### src/rtl/mem_ctrl_np_if.sv
`default_nettype none
// ============================================================================
//  Module   : mem_ctrl_np_if
//  Purpose  : Request/grant/read-return bundle between requesting engines
//             and the N-port memory controller.
//  Revision : 1.0  initial release
// ============================================================================
interface mem_ctrl_np_if #(
   parameter int NUM_PORTS = 2,
   parameter int D_W       = 8,
   parameter int A_W       = 6
);
   logic [NUM_PORTS-1:0]     input_req;
   logic [NUM_PORTS-1:0]     input_we;
   logic [NUM_PORTS*A_W-1:0] input_Add;
   logic [NUM_PORTS*D_W-1:0] input_Din;
   logic [1:0]               input_inj;
   logic [NUM_PORTS-1:0]     output_gnt;
   logic [NUM_PORTS*D_W-1:0] output_Dout;
   logic [NUM_PORTS-1:0]     output_valid;
   logic [NUM_PORTS-1:0]     output_err;
   logic [NUM_PORTS-1:0]     output_corr;

   // Requesting side
   modport master (
      output input_req, input_we, input_Add, input_Din, input_inj,
      input  output_gnt, output_Dout, output_valid, output_err, output_corr
   );

   // Controller side
   modport slave (
      input  input_req, input_we, input_Add, input_Din, input_inj,
      output output_gnt, output_Dout, output_valid, output_err, output_corr
   );
endinterface
`default_nettype wire

### src/rtl/mem_ctrl_np.sv
`default_nettype none
// ============================================================================
//  Module   : mem_ctrl_np
//  Purpose  : N-port round-robin memory controller with an integrated
//             protected RAM, a shared in-order latency pipeline, per-port
//             read-return flags and test-only codeword error injection.
//  Options  : MEM_ECC_EN defined   -> Hamming SECDED codeword
//             MEM_ECC_EN undefined -> single even-parity bit
//  Revision : 1.0  initial release
// ============================================================================
module mem_ctrl_np #(
   parameter int NUM_PORTS = 2,
   parameter int D_W       = 8,
   parameter int A_W       = 6,
   parameter int DEPTH     = 64,
   parameter int WL        = 3,
   parameter int RL        = 3
) (
   input  logic         input_clk,
   input  logic         input_rst,
   mem_ctrl_np_if.slave bus
);

   localparam int c_PW   = (NUM_PORTS > 1) ? $clog2(NUM_PORTS) : 1;
   localparam int c_NREG = (RL > 1) ? RL - 1 : 1;

   // Catch illegal configurations at elaboration
   if (WL < 1 || RL < WL || NUM_PORTS < 1 || NUM_PORTS > 8 || DEPTH > (1 << A_W))
   begin : g_badConfig
      $error("mem_ctrl_np: illegal parameter combination");
   end

`ifdef MEM_ECC_EN
   // Smallest Hamming check-bit count covering D_W data bits
   function automatic int hamParity(input int dw);
      int p;
      p = 0;
      while ((1 << p) < dw + p + 1) p++;
      return p;
   endfunction

   localparam int c_P  = hamParity(D_W);
   localparam int c_CW = D_W + c_P + 1;

   // Bit 0 is overall parity; bits 1..c_CW-1 are Hamming positions with
   // check bits at powers of two and data bits filling the rest in order.
   function automatic logic [c_CW-1:0] encode(input logic [D_W-1:0] data);
      logic [c_CW-1:0] cw;
      logic [D_W-1:0]  rem;
      cw  = '0;
      rem = data;
      for (int pos = 1; pos < c_CW; pos++) begin
         if ((pos & (pos - 1)) != 0) begin
            cw[pos] = rem[0];
            rem     = rem >> 1;
         end
      end
      for (int i = 0; i < c_P; i++) begin
         for (int pos = 1; pos < c_CW; pos++) begin
            if (((pos >> i) & 1) == 1 && pos != (1 << i)) begin
               cw[1 << i] = cw[1 << i] ^ cw[pos];
            end
         end
      end
      cw[0] = ^cw[c_CW-1:1];
      return cw;
   endfunction

   // Returns {err, corr, data}
   function automatic logic [D_W+1:0] decode(input logic [c_CW-1:0] cwIn);
      logic [c_CW-1:0] cw;
      logic [D_W-1:0]  data;
      logic            err;
      logic            corr;
      int              syn;
      cw   = cwIn;
      data = '0;
      err  = 1'b0;
      corr = 1'b0;
      syn  = 0;
      for (int pos = 1; pos < c_CW; pos++) begin
         if (cwIn[pos]) syn = syn ^ pos;
      end
      if (^cwIn) begin
         // Odd overall parity: a single flip, syndrome 0 means bit 0 itself
         if (syn < c_CW) begin
            cw   = cwIn ^ (c_CW'(1) << syn);
            corr = 1'b1;
         end else begin
            err = 1'b1;
         end
      end else if (syn != 0) begin
         err = 1'b1;
      end
      for (int pos = 1; pos < c_CW; pos++) begin
         if ((pos & (pos - 1)) != 0) begin
            data = (data >> 1) | (D_W'(cw[pos]) << (D_W - 1));
         end
      end
      return {err, corr, data};
   endfunction
`else
   localparam int c_CW = D_W + 1;

   function automatic logic [c_CW-1:0] encode(input logic [D_W-1:0] data);
      return {^data, data};
   endfunction

   // Returns {err, corr, data}; parity can only detect, never correct
   function automatic logic [D_W+1:0] decode(input logic [c_CW-1:0] cwIn);
      return {^cwIn, 1'b0, cwIn[D_W-1:0]};
   endfunction
`endif

   typedef struct packed {
      logic            vld;
      logic [c_PW-1:0] port;
      logic            we;
      logic [A_W-1:0]  addr;
      logic [c_CW-1:0] cw;
   } op_t;

   logic [c_PW-1:0]      r_rrPtr;
   logic [NUM_PORTS-1:0] w_gnt;
   logic [c_PW-1:0]      w_gntIdx;
   logic                 w_gntAny;
   logic [c_CW-1:0]      w_injMask;
   op_t                  w_acc;
   op_t                  r_pipe [c_NREG];

   logic                 w_wrVld;
   logic [A_W-1:0]       w_wrAddr;
   logic [c_CW-1:0]      w_wrCw;
   logic                 w_wrInRange;

   logic                 w_rdVld;
   logic [c_PW-1:0]      w_rdPort;
   logic [A_W-1:0]       w_rdAddr;
   logic                 w_rdInRange;
   logic [c_CW-1:0]      w_rdWord;
   logic [D_W+1:0]       w_rdDec;

   logic [c_CW-1:0]      r_mem  [DEPTH];
   logic [D_W-1:0]       r_dout [NUM_PORTS];
   logic [NUM_PORTS-1:0] r_valid;
   logic [NUM_PORTS-1:0] r_err;
   logic [NUM_PORTS-1:0] r_corr;

   // Round-robin search: first requester at or after the pointer wins
   always_comb begin
      int idx;
      idx      = 0;
      w_gnt    = '0;
      w_gntIdx = '0;
      w_gntAny = 1'b0;
      if (!input_rst) begin
         for (int i = 0; i < NUM_PORTS; i++) begin
            idx = (int'(r_rrPtr) + i) % NUM_PORTS;
            if (!w_gntAny && bus.input_req[idx]) begin
               w_gnt[idx] = 1'b1;
               w_gntIdx   = c_PW'(idx);
               w_gntAny   = 1'b1;
            end
         end
      end
   end

   // Pointer moves past the winner; holds when nothing is granted
   always_ff @(posedge input_clk) begin
      if (input_rst) begin
         r_rrPtr <= '0;
      end else if (w_gntAny) begin
         r_rrPtr <= (w_gntIdx == c_PW'(NUM_PORTS - 1)) ? '0 : w_gntIdx + 1'b1;
      end
   end

   // Injection pattern on the accepted write's codeword; 3 means none
   always_comb begin
      w_injMask = '0;
      case (bus.input_inj)
         2'd1:    w_injMask = c_CW'(1);
         2'd2:    w_injMask = c_CW'(3);
         default: w_injMask = '0;
      endcase
   end

   // Capture the accepted op; the codeword is built here, not at commit
   always_comb begin
      w_acc      = '0;
      w_acc.vld  = w_gntAny;
      w_acc.port = w_gntIdx;
      w_acc.we   = bus.input_we[w_gntIdx];
      w_acc.addr = bus.input_Add[int'(w_gntIdx)*A_W +: A_W];
      w_acc.cw   = encode(bus.input_Din[int'(w_gntIdx)*D_W +: D_W]) ^ w_injMask;
   end

   // Shared latency pipeline; reset discards everything in flight
   always_ff @(posedge input_clk) begin
      if (input_rst) begin
         for (int k = 0; k < c_NREG; k++) r_pipe[k].vld <= 1'b0;
      end else begin
         r_pipe[0] <= w_acc;
         for (int k = 1; k < c_NREG; k++) r_pipe[k] <= r_pipe[k-1];
      end
   end

   // Write commits from stage WL-1, read samples at stage RL-1
   if (WL == 1) begin : g_wrStage0
      assign w_wrVld  = w_acc.vld & w_acc.we;
      assign w_wrAddr = w_acc.addr;
      assign w_wrCw   = w_acc.cw;
   end else begin : g_wrStageN
      assign w_wrVld  = r_pipe[WL-2].vld & r_pipe[WL-2].we;
      assign w_wrAddr = r_pipe[WL-2].addr;
      assign w_wrCw   = r_pipe[WL-2].cw;
   end

   if (RL == 1) begin : g_rdStage0
      assign w_rdVld  = w_acc.vld & ~w_acc.we;
      assign w_rdPort = w_acc.port;
      assign w_rdAddr = w_acc.addr;
   end else begin : g_rdStageN
      assign w_rdVld  = r_pipe[RL-2].vld & ~r_pipe[RL-2].we;
      assign w_rdPort = r_pipe[RL-2].port;
      assign w_rdAddr = r_pipe[RL-2].addr;
   end

   assign w_wrInRange = int'(w_wrAddr) < DEPTH;
   assign w_rdInRange = int'(w_rdAddr) < DEPTH;
   assign w_rdWord    = w_rdInRange ? r_mem[w_rdAddr] : '0;
   assign w_rdDec     = decode(w_rdWord);

   // Array update; out-of-range writes are dropped, contents survive reset
   always_ff @(posedge input_clk) begin
      if (!input_rst && w_wrVld && w_wrInRange) begin
         r_mem[w_wrAddr] <= w_wrCw;
      end
   end

   // Per-port read return; Dout holds between pulses, other ports untouched
   always_ff @(posedge input_clk) begin
      if (input_rst) begin
         r_valid <= '0;
         r_err   <= '0;
         r_corr  <= '0;
         for (int p = 0; p < NUM_PORTS; p++) r_dout[p] <= '0;
      end else begin
         r_valid <= '0;
         r_err   <= '0;
         r_corr  <= '0;
         if (w_rdVld) begin
            r_valid[w_rdPort] <= 1'b1;
            if (w_rdInRange) begin
               r_err[w_rdPort]  <= w_rdDec[D_W+1];
               r_corr[w_rdPort] <= w_rdDec[D_W];
               r_dout[w_rdPort] <= w_rdDec[D_W-1:0];
            end else begin
               r_err[w_rdPort]  <= 1'b1;
               r_dout[w_rdPort] <= '0;
            end
         end
      end
   end

   for (genvar p = 0; p < NUM_PORTS; p++) begin : g_dout
      assign bus.output_Dout[p*D_W +: D_W] = r_dout[p];
   end

   assign bus.output_gnt   = w_gnt;
   assign bus.output_valid = r_valid;
   assign bus.output_err   = r_err;
   assign bus.output_corr  = r_corr;

endmodule
`default_nettype wire

### src/flat_wrapper.sv
// flat-port wrapper written by rule: the top's interface ports become plain ports
module mem_ctrl_np_flat 
#(
   parameter int NUM_PORTS = 2,
   parameter int D_W       = 8,
   parameter int A_W       = 6,
   parameter int DEPTH     = 64,
   parameter int WL        = 3,
   parameter int RL        = 3
)
  (input_clk, input_rst, bus_input_req, bus_input_we, bus_input_Add, bus_input_Din, bus_input_inj, bus_output_gnt, bus_output_Dout, bus_output_valid, bus_output_err, bus_output_corr);
  mem_ctrl_np_if #(.NUM_PORTS(NUM_PORTS), .D_W(D_W), .A_W(A_W)) bus_i ();
  input  logic input_clk;
  input  logic input_rst;
  input wire logic [$bits(bus_i.input_req)-1:0] bus_input_req;
  input wire logic [$bits(bus_i.input_we)-1:0] bus_input_we;
  input wire logic [$bits(bus_i.input_Add)-1:0] bus_input_Add;
  input wire logic [$bits(bus_i.input_Din)-1:0] bus_input_Din;
  input wire logic [$bits(bus_i.input_inj)-1:0] bus_input_inj;
  output wire logic [$bits(bus_i.output_gnt)-1:0] bus_output_gnt;
  output wire logic [$bits(bus_i.output_Dout)-1:0] bus_output_Dout;
  output wire logic [$bits(bus_i.output_valid)-1:0] bus_output_valid;
  output wire logic [$bits(bus_i.output_err)-1:0] bus_output_err;
  output wire logic [$bits(bus_i.output_corr)-1:0] bus_output_corr;
  assign bus_i.input_req = bus_input_req;
  assign bus_i.input_we = bus_input_we;
  assign bus_i.input_Add = bus_input_Add;
  assign bus_i.input_Din = bus_input_Din;
  assign bus_i.input_inj = bus_input_inj;
  assign bus_output_gnt = bus_i.output_gnt;
  assign bus_output_Dout = bus_i.output_Dout;
  assign bus_output_valid = bus_i.output_valid;
  assign bus_output_err = bus_i.output_err;
  assign bus_output_corr = bus_i.output_corr;
  mem_ctrl_np #(.NUM_PORTS(NUM_PORTS), .D_W(D_W), .A_W(A_W), .DEPTH(DEPTH), .WL(WL), .RL(RL)) u_core (.input_clk(input_clk), .input_rst(input_rst), .bus(bus_i));
endmodule
### config.mk
export PLATFORM = sky130hd
export DESIGN_NAME = mem_ctrl_np_flat
export DESIGN_NICKNAME = d
export VERILOG_FILES = /design/src/rtl/mem_ctrl_np_if.sv /design/src/rtl/mem_ctrl_np.sv /design/src/flat_wrapper.sv
export SDC_FILE = /design/constraint.sdc
export NUM_CORES = 1
export LEC_CHECK = 0
export CAP_MARGIN = 10
export CORE_MARGIN = 2
export CORE_UTILIZATION = 50
export DETAILED_ROUTE_END_ITERATION = 6
export PLACE_DENSITY = 0.67
export SLEW_MARGIN = 20
export SYNTH_ARGS = -nofsm -noshare
export SYNTH_HDL_FRONTEND = slang
export SYNTH_SLANG_ARGS = --single-unit
export TNS_END_PERCENT = 30
### constraint.sdc
create_clock -name input_clk -period 3.1 [get_ports input_clk]
set_input_delay 0.31 -clock input_clk [delete_from_list [all_inputs] [get_ports input_clk]]
set_output_delay 0.31 -clock input_clk [all_outputs]
set_load 0.01 [all_outputs]
==> flow_summary.yaml <==
pwr:
  power_density_nw_per_um2: 631
  p_leak_nw: 10.6
  peakVddDrop_mv: 0.557
  total_power_w: 0.0195
sta:
  tightest_slew_ns: 0.957
  setup-violations-final: 1
  fin_ws_ns: -0.00476
  fin_hold_ws_ns: 0.337
  fin_crit_ns: 3.10
  fin_skew_ns: 0.0303
  rsz0062_at_grt: "true"
  fin_crit_sh_pct: 100
  setup_tns_ns: -0.00476
  final_hold_viol_count: 0
  drv_slew: 0
  slew_headroom_pct: 36.1
  max_freq_ghz: 0.322
worst_hold_path:
  min_to: "u_core.r_pipe[0][17]"
  hp-start: "bus_input_req[1]"
  worstHoldPathCells: 3
  hp-class: "in -> reg"
clock_network:
  cts_sinks: 633
  cts_tree: "built"
  clkSlewWorstSetupHoldPaths_ns: 0.06
  cts-root-buf: "clkbuf_16"
  h-tree-depth: 3
  numCtsBuffers: 67
  cts.path.max_buffers: 3
  clk_latency_ns: 0.61
detailed_routing:
  dr.first_iter.drc_count: 1629
  vias_per_cell: 6.01
  vias: 14074
  wl_mm: 65.3
  drt_pass1_iterations: 5
  route.detailed.drc: 0
  drt.antenna.violating_nets: 0
  wl_per_cell_um: 27.9
status:
  outcome: "finished, violations left"
  violations: "negative setup slack"
yosys:
  async_flop_share_pct: 0
  synth-main-ff-cell: "edfxtp_1"
  synthesis.area_um2: 25300
  synth_edf_count: 626
  ys_types: 75
  synth-seq-cells: 633
  ys_seq_area_share_pct: 74.8
  yosys_warnings: 0
  synthCells: 1334
  syn_avg_cell_area_um2: 19.0
setup_path:
  r2r-start: "u_core.r_pipe[0][28]"
  cp.arrival_ns: 3.58
  worst_r2r_path_depth: 12
  required_ns: 3.58
  start_kind: "flip-flop"
  crit_type: "reg -> reg"
  rrSetupSlack_ns: -0.005
  r2r-end: "u_core.bus.output_err[0]"
  crit_path_end_kind: "flip-flop"
  cp_max_fo: 10
placement:
  hpwl_mm: 40.3
  gp_congestion: 0.907
  port_buffers: 57
global_route:
  gr-usage-met2_pct: 39.0
  grt_overflow_total: 0
  grt_usage_pct: 25.1
  grt_pass1_wl_mm: 94.9
  grt_pass1_vias: 14091
  grtUsageMet1_pct: 33.8
  top_usage_layer: "met2"
  antenna_found_initial: 2
  use_met3_pct: 7.23
  grt_max_degree: 65
final_layout:
  seq_area_um2: 18900
  multi_input_area_um2: 6020
  post-route-util_pct: 61.8
  fillerInstances: 3585
  nets: 1657
  drive_above_1_share_pct: 29.8
  diodes: 0
  syn2layout_area_growth_pct: 22.3
floorplanning:
  initial_core_util_pct: 50.6
  die-width_um: 229
  io-pin-count: 60
  coreArea_um2: 50100
  dieArea_um2: 52400
  rows: 82
  die_h_um: 229
run:
  maxCapViolCount: 0
## metal layers
| layer | wire [µm] | share of wire, % | vias up |
|---|---|---|---|
| met2 | 30900 | 47 | 667 |
| met5 | 30 | 0.046 | - |
| met1 | 25800 | 39 | 7251 |
| met4 | 2730 | 4.2 | 4 |
| li1 | - | - | 5990 |
| met3 | 5860 | 9.0 | 162 |
## repair_timing
| item | CTS | global route |
|---|---|---|
| gates resized for setup | 48 | 38 |
| setup buffers | 16 | 24 |
| pin swaps | 12 | 29 |
| hold buffers | 0 | 0 |
| cloned | 3 | 2 |
| setup endpoints to repair | 2 | 16 |
## worst max-delay path by stage
stage                    startpoint                  endpoint  slack [ns]  cells after the start
2_1_floorplan  u_core.r_pipe[0][28]  u_core.bus.output_err[0]        0.38                     10
5_1_grt        u_core.r_pipe[0][28]  u_core.bus.output_err[0]       -0.07                     12
3_3_place_gp   u_core.r_pipe[0][27]  u_core.bus.output_err[1]       -0.19                      9
3_5_place_dp   u_core.r_pipe[0][27]  u_core.bus.output_err[0]       -0.23                     10
6_report       u_core.r_pipe[0][28]  u_core.bus.output_err[0]      -0.005                     12
4_1_cts        u_core.r_pipe[0][28]  u_core.bus.output_err[0]       0.008                     12
## sequential cells by signal, summed over array words and instances (netlist names)
| signal | flops |
|---|---|
| u_core.r_rrPtr | 1 |
| u_core.bus.output_err | 2 |
| u_core.r_dout | 16 |
| u_core.r_mem | 576 |
| u_core.bus.output_valid | 2 |
| u_core.r_pipe | 36 |
## power by group
| part | switching (W) | internal, W |
|---|---|---|
| sequential | 0.0000234 | 0.00948 |
| combinational | 0.000845 | 0.000712 |
| clock | 0.00323 | 0.00526 |
| total | 0.00410 | 0.0155 |
## through the flow
stage                     instance area [µm²]  cells  setup WS (ns)
final                                   31000   2342       -0.00476
after floorplan                         25300   1335          0.383
after detailed placement                27700   2178         -0.234
after global placement                  27700   2178         -0.190
after CTS                               30500   2316        0.00793
after global routing                    31000   2342        -0.0664
## synth_stat cells (12+ instances only)
cell type	n	area share [%]
a21oi_1	32	0.63
a221oi_1	30	1.0
a22oi_1	13	0.39
buf_2	17	0.34
buf_4	12	0.36
clkbuf_1	22	0.33
edfxtp_1	626	74
mux2_2	16	0.71
mux2i_1	76	3.0
mux4_1	22	2.3
mux4_2	68	6.0
nand2_1	62	0.92
nand3_1	17	0.34
nor2_1	89	1.3
nor2b_1	22	0.54
o22ai_1	30	0.74
xnor2_1	16	0.55
## cell usage in the layout, fill, tap and decap left out, types with 12 or more instances in the layout
master and count:
bufinv_16 12, xnor2_1 14, o22ai_1 24, edfxtp_1 626, a221oi_1 18, nand2_1 60
nor2_1 86, nor2b_1 20, buf_4 202, mux2i_1 70, buf_12 19, nand3_1 12
clkdlybuf4s50_1 57, mux4_2 69, mux4_1 21, mux2_2 16, a21oi_1 27, clkbuf_16 75
clkinv_2 12
## kinds of logic after synthesis
| logic type | count (synthesis) | synth area share (%) |
|---|---|---|
| xor+xnor | 22 | 0.934 |
| compound gates | 159 | 4.66 |
| other cells | 1 | 0.0148 |
| buf+inv | 91 | 2.73 |
| mux | 182 | 12.1 |
| simple gates | 245 | 4.75 |
| fa+ha+maj | 1 | 0.0494 |
| flops | 633 | 74.8 |
## critical path, cell delays in order, from the launching register on
cell,delay (ns)
edfxtp_1,0.44
buf_12,0.20
clkbuf_16,0.17
buf_4,0.18
or2b_2,0.29
mux4_2,0.49
a21oi_2,0.24
a211o_1,0.18
a2111oi_4,0.05
buf_4,0.17
xor3_2,0.40
nand2_2,0.08
mux2i_1,0.08
## final cells by class
type	count	share of cell area, %
clock buffers	82	6.01
clock inverters	37	1.56
inverters	12	0.145
multi-input cells	611	19.4
flip-flops and latches	633	61.2
well taps	672	2.72
repair buffers	295	8.96
(Power assumes the default switching activity.)
